--- src/rtl/program_ram_ctrl.sv ---
// Program RAM controller: loader burn writes and fetch reads on one single-port RAM.
// Optional write read-back verification is enabled by defining PROG_RAM_WR_VERIFY_EN.
module program_ram_ctrl #(
  parameter int ADDR_W = 8,
  parameter int DATA_W = 16,
  parameter int RD_LAT = 1
) (
  input  logic              clk,
  input  logic              rst_n,
  input  logic              ld_req,
  input  logic [ADDR_W-1:0] ld_addr,
  input  logic [DATA_W-1:0] ld_data,
  output logic              ld_ack,
  output logic              ld_err,
  input  logic              if_req,
  input  logic [ADDR_W-1:0] if_addr,
  output logic              if_valid,
  output logic [DATA_W-1:0] if_instr,
  output logic [ADDR_W-1:0] ram_address,
  output logic [DATA_W-1:0] ram_data,
  output logic              ram_wren,
  output logic              ram_rden,
  output logic              ram_aclr,
  input  logic [DATA_W-1:0] ram_q,
  output logic              busy,
  output logic [8:0]        burn_cnt
);

`ifdef PROG_RAM_WR_VERIFY_EN
  typedef enum logic [2:0] {IDLE, WRITE, RD, RWAIT, VRD, VWAIT} state_t;
`else
  typedef enum logic [2:0] {IDLE, WRITE, RD, RWAIT} state_t;
`endif

  state_t     state;
  logic [1:0] wait_cnt;

  always_ff @(posedge clk) begin
    ram_aclr <= ~rst_n;
    if (!rst_n) begin
      state       <= IDLE;
      wait_cnt    <= '0;
      ld_ack      <= 1'b0;
      ld_err      <= 1'b0;
      if_valid    <= 1'b0;
      if_instr    <= '0;
      ram_address <= '0;
      ram_data    <= '0;
      ram_wren    <= 1'b0;
      ram_rden    <= 1'b0;
      busy        <= 1'b0;
      burn_cnt    <= '0;
    end else begin
      ld_ack   <= 1'b0;
      ld_err   <= 1'b0;
      if_valid <= 1'b0;
      case (state)
        IDLE: begin
          // A port whose completion pulse is high this cycle is not re-accepted.
          if (ld_req && !ld_ack) begin
            state       <= WRITE;
            ram_address <= ld_addr;
            ram_data    <= ld_data;
            ram_wren    <= 1'b1;
            busy        <= 1'b1;
          end else if (if_req && !if_valid) begin
            state       <= RD;
            ram_address <= if_addr;
            ram_rden    <= 1'b1;
            busy        <= 1'b1;
          end
        end
        WRITE: begin
          ram_wren <= 1'b0;
`ifdef PROG_RAM_WR_VERIFY_EN
          state    <= VRD;
          ram_rden <= 1'b1;
`else
          state    <= IDLE;
          busy     <= 1'b0;
          ld_ack   <= 1'b1;
          if (burn_cnt != 9'h1FF) burn_cnt <= burn_cnt + 9'd1;
`endif
        end
        RD: begin
          ram_rden <= 1'b0;
          wait_cnt <= 2'(RD_LAT - 1);
          state    <= RWAIT;
        end
        RWAIT: begin
          if (wait_cnt == 2'd0) begin
            if_instr <= ram_q;
            if_valid <= 1'b1;
            busy     <= 1'b0;
            state    <= IDLE;
          end else begin
            wait_cnt <= wait_cnt - 2'd1;
          end
        end
`ifdef PROG_RAM_WR_VERIFY_EN
        VRD: begin
          ram_rden <= 1'b0;
          wait_cnt <= 2'(RD_LAT - 1);
          state    <= VWAIT;
        end
        VWAIT: begin
          // ram_data still holds the captured write word for the compare.
          if (wait_cnt == 2'd0) begin
            ld_ack <= 1'b1;
            busy   <= 1'b0;
            state  <= IDLE;
            if (ram_q != ram_data) ld_err <= 1'b1;
            else if (burn_cnt != 9'h1FF) burn_cnt <= burn_cnt + 9'd1;
          end else begin
            wait_cnt <= wait_cnt - 2'd1;
          end
        end
`endif
        default: state <= IDLE;
      endcase
    end
  end

endmodule

--- config.mk ---
export PLATFORM = sky130hd
export DESIGN_NAME = program_ram_ctrl
export DESIGN_NICKNAME = d
export VERILOG_FILES = /design/src/rtl/program_ram_ctrl.sv
export SDC_FILE = /design/constraint.sdc
export NUM_CORES = 1
export LEC_CHECK = 0
export ABC_CLOCK_PERIOD_IN_PS = 1680
export CAP_MARGIN = 20
export CORE_MARGIN = 1.5
export CORE_UTILIZATION = 37
export DETAILED_ROUTE_END_ITERATION = 10
export PLACE_DENSITY = 0.84
export SLEW_MARGIN = 20
export SYNTH_ARGS = -nofsm -noshare
export SYNTH_HDL_FRONTEND = slang
export SYNTH_SLANG_ARGS = --single-unit
--- constraint.sdc ---
create_clock -name clk -period 1.68 [get_ports clk]
set_input_delay 0.252 -clock clk [delete_from_list [all_inputs] [get_ports clk]]
set_output_delay 0.252 -clock clk [all_outputs]
set_load 0.005 [all_outputs]
==> reports/results.txt, run 1 <==
Layout Skew: 4.980 ps
Cell repeated most along the worst path: nor2_1
Detailed Route Iter0 Violations: 52
Leak pwr: 1.404 nW
GRT Util Overall: 0.1810
Hold Vio Cnt, Final: 0
Main synth FF type: dfxtp_1
Final cell count without fillers: 460
NumNets Final: 436
Number of flops mapped to enable cells by yosys: 0
CP Capture Type: flip-flop
Final min period: 1591 ps
Fillers: 532
Worst reg2reg setup slack: 90 ps
Starting Density: 0.3881
Share of the synthesized area in the top cell type: 0.5051
Fin crit share: 0.9469
Commonest cells in the netlist: 71 x nand2_1, 59 x dfxtp_1, 38 x a21oi_1
Die area: 6806 um2
Root buffer cell: clkbuf_8
Placement Rows: 28
Final ANT Viol Nets: 0
Hold wc startpoint: ram_data[7]
Drt wl/cell: 12.62 um
Total CTS buffers: 9
CTS clock-pin slew for the worst setup and hold paths: 60 ps
Pwr dens: 879.4 nW/um2
Maximum VDD drop: 0.5084 mV
Setup violations, final: 0
Final WL: 5807 um
Vias in the first global route: 2,149
Vias per cell: 4.724
Post-synth ARST share: 0
Largest net degree at the start of global routing: 34
Share of layout cells above drive strength 1: 0.1117
Top-count cell post-synth: nand2_1
Worst setup startpoint: burn_cnt[1]
Drt pass-1 iters: 4
Placed Cells: 444
Buffers added on ports: 106
Maximum clock path buffer count: 2
CTS tree: built
Antenna Cells: 0
Syn Inst Count: 268
Synth unique cells: 34
H-tree Lvls: 3
Synth Register Bits: 59
Worst hold margin: 451.4 ps
Gpl congestion: 0.7320
Synthesized area: 2338 um2
Core box area: 6026 um2
DRC violations left: 0
Worst path slowest cell: dfxtp_2
Die span in x: 82.50 um
Die H: 82.50 um
Hold/Removal Path Class: flip-flop to flip-flop
CP peak stage delay: 340 ps
RSZ-0062 raised after global routing: false
Initial antenna violation count: 0
WP data required: 1900 ps
Sequential share of the synthesized area: 0.5051
Area growth syn-to-layout: 59.44%
Crit Path Class: flip-flop to flip-flop
Post-detail-place hpwl: 4147 um
Clock network latency to the later pin of the worst-skew pair: 320 ps
Crit path max fanout: 5
Crit Reg-Reg Startpoint: burn_cnt[1]
Count of pins over their slew limit: 0
Synth Warn #: 0
Outcome: finished clean
Max Fclk: 628.6 MHz
Top post-synthesis cells by area: dfxtp_1 51%, nand2_1 11%, a21oi_1 8.1%
IO Pins: 108
Vias: 2,173
CP startpoint kind: flip-flop
First-pass GRT wire length: 9204 um
Leading area contributor after synthesis: dfxtp_1
Gr ovfl total: 0
Max Cap Viol: 0
Sink Count: 59
Avg Inst Size Synth: 8.726 um2
Crit path DAT: 1810 ps
Syn nets: 323
Critical path cell sequence: ha_4 > nand3_2 > nor2_1 > ha_2 > nor3b_4 > buf_4 > mux2i_1 > nor2_1
[timing repair]
| item | in CTS | in global routing |
|---|---|---|
| setup buffers | 1 | 0 |
| setup endpoints to repair | 2 | 5 |
| pin swaps | 2 | 3 |
| hold endpoints to repair | 0 | 0 |
| hold buffers | 0 | 0 |
| gates resized for setup | 2 | 4 |
[critical path, delay by kind of cell (launching register included)]
family / cells / cell delay, ps
AND/OR/NAND/NOR: 4 / 430
multiplexers: 1 / 200
adder cells (fa/ha/maj): 2 / 360
buffers and inverters: 1 / 160
flip-flops: 1 / 340
[cell type report]
cell class                 count  area, um2  area share
clock buffer                  13      168.9     0.04530
clock inverter                 2      10.01    0.002685
inverter                       5      18.77    0.005034
multi-input combinational    186       1050      0.2815
sequential                    59       1184      0.3175
tap                           75      93.84     0.02517
timing repair buffer         120       1204      0.3228
[cells by family (layout without fill, tap and decap cells)]
logic type      after synthesis  after routing  synth area share
other cells                   1              1          0.001604
xor+xnor                      6              6           0.02247
mux                          10             10           0.04281
compound gates               52             52            0.1332
buf+inv                      23            140           0.05457
simple gates                114            114            0.2242
fa+ha+maj                     3              3           0.01605
flops                        59             59            0.5051
[registers in the layout, summed over array words and instances, names as in the netlist]
name and flops:
ram_wren 1, if_instr 16, busy 1, wait_cnt 2
ram_rden 1, burn_cnt 9, ram_aclr 1, ld_ack 1
ram_address 8, state 2, ram_data 16, if_valid 1
[metal layers]
layer  up-vias  track usage  part of all wire
li1       1112            -                 -
met1       983       0.1882              0.40
met2        72       0.3228              0.52
met3         6      0.06593             0.074
met4         0      0.08333            0.0086
met5         -            0                 0
[final timing paths]
check                                    to  cells past startpoint
worst min register to register  ram_data[7]                      2
worst max register to register  burn_cnt[8]                      8
worst max-delay path            burn_cnt[8]                      8
worst min-delay path            ram_data[7]                      2
[power breakdown]
part           total (mW)  internal [mW]  switching, mW
Combinational       0.600          0.367          0.233
Sequential           1.53           1.48         0.0490
Clock                1.15          0.643          0.506
[through the flow]
step / power [mW] / area (um2) / worst slack [ps] / utilization / setup TNS, ps
detailed placement: 2.155 / 3520 / -27.63 / 0.5841 / -28.87
global placement: 2.140 / 3520 / 41.81 / 0.5841 / 0
global route: 3.439 / 3729 / 3.536 / 0.6188 / 0
floorplan: 1.809 / 2338 / 2.356 / - / 0
finish: 3.279 / 3729 / 89.22 / 0.6188 / 0
CTS: 3.321 / 3711 / 40.98 / 0.6159 / 0
[cell usage in the layout, fill, tap and decap left out, drive strengths merged]
cell type      count
clkdlybuf4s50    106
nand2             71
dfxtp             59
a21oi             38
nor2              23
buf               14
clkbuf            13
mux2i             10
a211oi            10
nor3               6
inv                5
xnor2              4
nand2b             3
ha                 3
nand4              2
nand3              2
or3                2
and3               2
o21ai              2
xor2               2
clkinv             2
o21a               1
o221a              1
nor3b              1
nand4b             1
and2               1
conb               1
No activity file was read; power rests on OpenSTA's default activity.
==> inputs of run 2 (changes only) <==
--- a/config.mk
+++ b/config.mk
@@ -11,6 +11,7 @@
 export CORE_UTILIZATION = 37
 export DETAILED_ROUTE_END_ITERATION = 10
 export PLACE_DENSITY = 0.84
+export REMOVE_ABC_BUFFERS = 1
 export SLEW_MARGIN = 20
 export SYNTH_ARGS = -nofsm -noshare
 export SYNTH_HDL_FRONTEND = slang
==> run 2 against run 1 <==
Net effect: sequential share of layout area shrank 0.39 points; clock skew grew 5.2 ps; sequential power is essentially flat; critical path depth is the same; via count grew 0.46%; total power grew 8.7%.
==> reports/results.txt, run 2 (synthesis gave the netlist of run 1 again) <==
Largest net degree at the start of global routing: 32 (-5.9%)
Drt pass-1 iters: 4 (unchanged)
WHS Path Cells: 2 (unchanged)
WP data required: 1900 ps (about the same)
CTS clock-pin slew for the worst setup and hold paths: 70 ps (about the same)
Max Cap Viol: 0 (unchanged)
Worst hold margin: 452.7 ps (+1.298 ps)
Clock network latency to the later pin of the worst-skew pair: 320 ps (about the same)
Count of pins over their slew limit: 0 (unchanged)
Commonest non-fill, non-tap cell in the layout: clkdlybuf4s50_1
Post-Route M1 WL: 2467 um (+5.7%)
Antenna Cells: 0 (unchanged)
Gr ovfl total: 0 (unchanged)
Post-detail-place hpwl: 4086 um (-1.5%)
Outcome: finished clean
Crit Path Class: flip-flop to flip-flop
Pwr dens: 944.2 nW/um2 (+7.4%)
GRT Util Overall: 0.1760 (-0.004942)
H-tree Lvls: 3 (unchanged)
Initial antenna violation count: 0 (unchanged)
Die span in x: 82.50 um (unchanged)
Maximum VDD drop: 0.6485 mV (+28%)
Final min period: 1592 ps (+0.8440 ps)
Crit path DAT: 1810 ps (about the same)
CTS tree: built
DRC violations left: 0 (unchanged)
Gpl congestion: 0.7423 (+1.4%)
Area growth syn-to-layout: 61.42%
Root buffer cell: clkbuf_8
Routed wl met3: 463 um (+7.4%)
Detailed Route Iter0 Violations: 56 (+7.7%)
Layout Skew: 10.19 ps (+5.206 ps)
CP Capture Type: flip-flop
CP peak stage delay: 340 ps (about the same)
Setup violations, final: 0 (unchanged)
Hold Vio Cnt, Final: 0 (unchanged)
Final WL: 5641 um (-2.9%)
Total power: 3.564 mW (+8.7%)
Top sig layer: met4
Worst path slowest cell: dfxtp_2
Vias per cell: 4.735 (+0.24%)
Post-layout instance area: 3775 um2 (+1.2%)
Placement Rows: 28 (unchanged)
Max Fclk: 628.3 MHz (about the same)
Buffers added on ports: 106 (unchanged)
Starting Density: 0.3881 (unchanged)
Total CTS buffers: 9 (unchanged)
Sink Count: 59 (unchanged)
Core box area: 6026 um2 (unchanged)
Final ANT Viol Nets: 0 (unchanged)
Most frequent cells in the layout: 106 x clkdlybuf4s50_1, 71 x nand2_1, 57 x dfxtp_1
Vias: 2,183 (+0.46%)
IO Pins: 108 (unchanged)
Met2 WL: 2648 um (-11%)
NumNets Final: 436 (unchanged)
First-pass GRT wire length: 9197 um (about the same)
Placed Area: 3515 um2 (-0.14%)
Share of layout cells above drive strength 1: 0.1166 (+0.004892)
CP startpoint kind: flip-flop
Leak pwr: 1.422 nW (+1.3%)
Crit path max fanout: 4 (-1)
Hold-fix buffers, CTS: 0 (unchanged)
Hold/Removal Path Class: flip-flop to flip-flop
Die area: 6806 um2 (unchanged)
Vias in the first global route: 2,148 (-0.047%)
Largest regs: if_instr: 16 flops, ram_data: 16 flops, burn_cnt: 9 flops
Drt wl/cell: 12.24 um (-3.1%)
Die H: 82.50 um (unchanged)
Final core utilization: 0.6265 (+0.007682)
Fin crit share: 0.9474 (about the same)
Worst reg2reg path depth: 8 (unchanged)
Maximum clock path buffer count: 2 (unchanged)
Fillers: 521 (-2.1%)
Pre-CTS setup slack: 11.78 ps (+39.41 ps)
Critical path cell sequence: ha_4 > nand3_1 > nor2_1 > ha_2 > nor3b_4 > nand2_1 > xnor2_1 > and2_1
Setup WS post-layout: 88.38 ps (-0.8440 ps)
run 2: cell types whose count changed in the layout (fill, tap and decap cells not counted), sizes merged:
| cell | delta |
|---|---|
| clkbuf | -2 |
| inv | -1 |
| clkinv | +2 |
| bufinv | +2 |
run 2: power breakdown:
part | leakage [nW] | switching [mW] | total, mW | internal (mW)
Clock | 0.119 | 0.529 | 1.44 | 0.909
Combinational | 0.821 | 0.228 | 0.592 | 0.364
Sequential | 0.483 | 0.0542 | 1.53 | 1.48
Total | 1.42 | 0.812 | 3.56 | 2.75
run 2: final timing paths:
path,endpoint,slack [ps],from
worst max-delay path,burn_cnt[2],90,burn_cnt[0]
worst min-delay path,if_instr[12],450,if_instr[12]
worst max register to register,burn_cnt[2],90,burn_cnt[0]
worst min register to register,if_instr[12],450,if_instr[12]
run 2: through the flow:
step           std cells  TNS (ps)
2_1_floorplan        250    -4.818
3_3_place_gp         445         0
3_5_place_dp         445         0
4_1_cts              461         0
5_1_grt              461    -1.840
6_report             461         0
run 2: area by class of cell:
| class | instances | area (um2) | share of cell area |
|---|---|---|---|
| clock buffer | 11 | 151.4 | 0.04011 |
| multi-input combinational | 186 | 1057 | 0.2801 |
| sequential | 59 | 1184 | 0.3136 |
| tap | 75 | 93.84 | 0.02486 |
| timing repair buffer | 120 | 1195 | 0.3165 |
| clock inverter | 5 | 75.07 | 0.01989 |
| inverter | 5 | 18.77 | 0.004972 |
run 2: worst max-delay path, delay by kind of cell, from the launching register on:
family	cells	cell delay (ps)
adder cells (fa/ha/maj)	2	350
flip-flops	1	340
XOR/XNOR	1	140
AND/OR/NAND/NOR	5	670
run 2: layer usage:
metal | vias to the layer above | track usage
met5 | - | 0
met4 | 0 | 0.07000
met3 | 6 | 0.06374
met2 | 88 | 0.2951
met1 | 978 | 0.2034
li1 | 1111 | -
run 2: what timing repair did:
item,CTS,global route
setup endpoints to repair,0,8
buffers inserted,0,0
resized for setup,0,8
==> inputs of run 3 (changes only) <==
--- a/config.mk
+++ b/config.mk
@@ -10,7 +10,7 @@
 export CORE_MARGIN = 1.5
 export CORE_UTILIZATION = 37
 export DETAILED_ROUTE_END_ITERATION = 10
-export PLACE_DENSITY = 0.84
+export PLACE_DENSITY = 0.76
 export REMOVE_ABC_BUFFERS = 1
 export SLEW_MARGIN = 20
 export SYNTH_ARGS = -nofsm -noshare
==> run 3 against run 2 <==
Net effect: sequential share of layout area rose by 0.70 points; combinational power barely moved; routed wire length fell by 1.0%; via count fell by 0.73%; critical path depth did not move; critical path type unchanged; largest cell class unchanged.
==> reports/results.txt, run 3 (synthesis gave the netlist of run 1 again) <==
Outcome: finished clean
Root buffer cell: clkbuf_8
Crit path DAT: 1780 ps (-30 ps)
Core box area: 6026 um2 (unchanged)
WP data required: 1890 ps (about the same)
Fin crit share: 0.9359 (-0.01145)
CTS clock-pin slew for the worst setup and hold paths: 60 ps (about the same)
Worst reg2reg path depth: 8 (unchanged)
Final ANT Viol Nets: 0 (unchanged)
Crit Reg-Reg Startpoint: burn_cnt[0]
Total power: 3.186 mW (-11%)
CP delay by family, top: simple AND/OR/NAND/NOR gates
Final WL: 5584 um (-1.0%)
Vias per cell: 4.721 (-0.30%)
Die H: 82.50 um (unchanged)
Sink Count: 59 (unchanged)
IO Pins: 108 (unchanged)
Gpl congestion: 0.7898 (+6.4%)
Maximum VDD drop: 0.5074 mV (-22%)
Initial antenna violation count: 0 (unchanged)
Hold EP: ram_data[1]
Leak pwr: 1.387 nW (-2.5%)
Vias: 2,167 (-0.73%)
Largest net degree at the start of global routing: 58 (+81%)
Hold Vio Cnt, Final: 0 (unchanged)
Vias in the first global route: 2,020 (-6.0%)
Count of pins over their slew limit: 0 (unchanged)
Critical path cell sequence: ha_2 > nand3_1 > nor2_1 > ha_2 > nor3b_4 > buf_4 > mux2i_1 > nor2_1
Max Cap Viol: 0 (unchanged)
Worst hold margin: 451.0 ps (-1.707 ps)
Clock network latency to the later pin of the worst-skew pair: 330 ps (about the same)
Drt pass-1 iters: 4 (unchanged)
Worst reg2reg setup slack: 110 ps (+20 ps)
Pwr dens: 864.7 nW/um2 (-8.4%)
Layout Skew: 7.458 ps (-2.728 ps)
Largest regs: if_instr: 16 flops, ram_data: 16 flops, burn_cnt: 9 flops
Placement Rows: 28 (unchanged)
First-pass GRT wire length: 8845 um (-3.8%)
Area growth syn-to-layout: 57.57%
Post-detail-place hpwl: 3908 um (-4.4%)
Worst path slowest cell: dfxtp_1
Crit path max fanout: 5 (+1)
CP startpoint kind: flip-flop
Detailed Route Iter0 Violations: 72 (+29%)
Hold-fix buffers, CTS: 0 (unchanged)
Placed Cells: 443 (-0.45%)
Most frequent cells in the layout: 106 x clkdlybuf4s50_1, 71 x nand2_1, 59 x dfxtp_1
Final cell count without fillers: 459 (-0.43%)
Die span in x: 82.50 um (unchanged)
Gr ovfl total: 0 (unchanged)
Worst Path Buf+Inv: 1 (+1)
DRC violations left: 0 (unchanged)
Maximum clock path buffer count: 2 (unchanged)
Die area: 6806 um2 (unchanged)
Crit Path Class: flip-flop to flip-flop
Setup violations, final: 0 (unchanged)
Final min period: 1572 ps (-19.24 ps)
Setup WS post-layout: 107.6 ps (+19.24 ps)
H-tree Lvls: 3 (unchanged)
Buffers added on ports: 106 (unchanged)
Drt wl/cell: 12.17 um (-0.58%)
Pre-CTS setup slack: 25.53 ps (+13.75 ps)
Hold wc startpoint: ram_data[1]
Commonest non-fill, non-tap cell in the layout: clkdlybuf4s50_1
WHS Path Cells: 2 (unchanged)
Total CTS buffers: 9 (unchanged)
CP Capture Type: flip-flop
Starting Density: 0.3881 (unchanged)
Max Fclk: 636.0 MHz (+1.2%)
CP peak stage delay: 310 ps (-30 ps)
Hold/Removal Path Class: flip-flop to flip-flop
Antenna Cells: 0 (unchanged)
Reg2reg end: burn_cnt[1]
Share of layout cells above drive strength 1: 0.09635 (-0.02023)
RSZ-0062 raised after global routing: false
CTS tree: built
NumNets Final: 435 (-0.23%)
GRT Util Overall: 0.1734 (-0.002654)
run 3: cell count changes in the layout (fill, tap and decap cells not counted), moves of 2 or more:
cell       delta
bufinv_16     -2
clkbuf_1      +2
dfxtp_1       +2
dfxtp_2       -2
run 3: layer usage:
metal	track usage	wire length [um]	vias up
li1	-	-	1110
met3	0.1099	577	7
met2	0.2951	2640	76
met4	0.04500	44	0
met5	0	0	-
met1	0.1773	2323	974
run 3: how the worst max path moves through the flow:
stage,startpoint,slack (ps),cells after the start,to
5_1_grt,burn_cnt[0],10,8,burn_cnt[1]
6_report,burn_cnt[0],110,8,burn_cnt[1]
4_1_cts,burn_cnt[0],7,8,burn_cnt[1]
3_3_place_gp,ld_req,50,6,ram_data[2]
2_1_floorplan,burn_cnt[0],-5,8,burn_cnt[6]
3_5_place_dp,burn_cnt[0],30,8,burn_cnt[1]
run 3: power breakdown:
group | internal [mW] | leakage (nW) | switching (mW)
Combinational | 0.362 | 0.819 | 0.228
Clock | 0.560 | 0.0860 | 0.507
Sequential | 1.48 | 0.482 | 0.0498
Total | 2.40 | 1.39 | 0.785
run 3: worst register-to-register path: cells and delay by family, from the launching register on:
family / cells / cell delay [ps]
fa+ha+maj: 2 / 380
buf+inv: 1 / 170
flops: 1 / 310
mux: 1 / 170
simple gates: 4 / 440
run 3: final cells by class:
cell class,instances,area [um2]
inverters,5,18.77
clock inverters,3,15.01
multi-input cells,186,1035
flip-flops and latches,59,1181
well taps,75,93.84
repair buffers,119,1196
clock buffers,12,145.1
fillers,556,2341
run 3: timing repair:
item | in CTS | in global routing
pin swaps | 1 | 1
setup endpoints to repair | 1 | 7
gates resized for setup | 0 | 2
buffers inserted | 1 | 0
run 3: per-stage QoR:
stage,cell area (um2),setup TNS (ps),util
finish,3685,0,0.6115
detailed placement,3512,0,0.5828
floorplan,2230,-4.818,-
CTS,3680,0,0.6107
global route,3685,0,0.6115
global placement,3512,0,0.5828
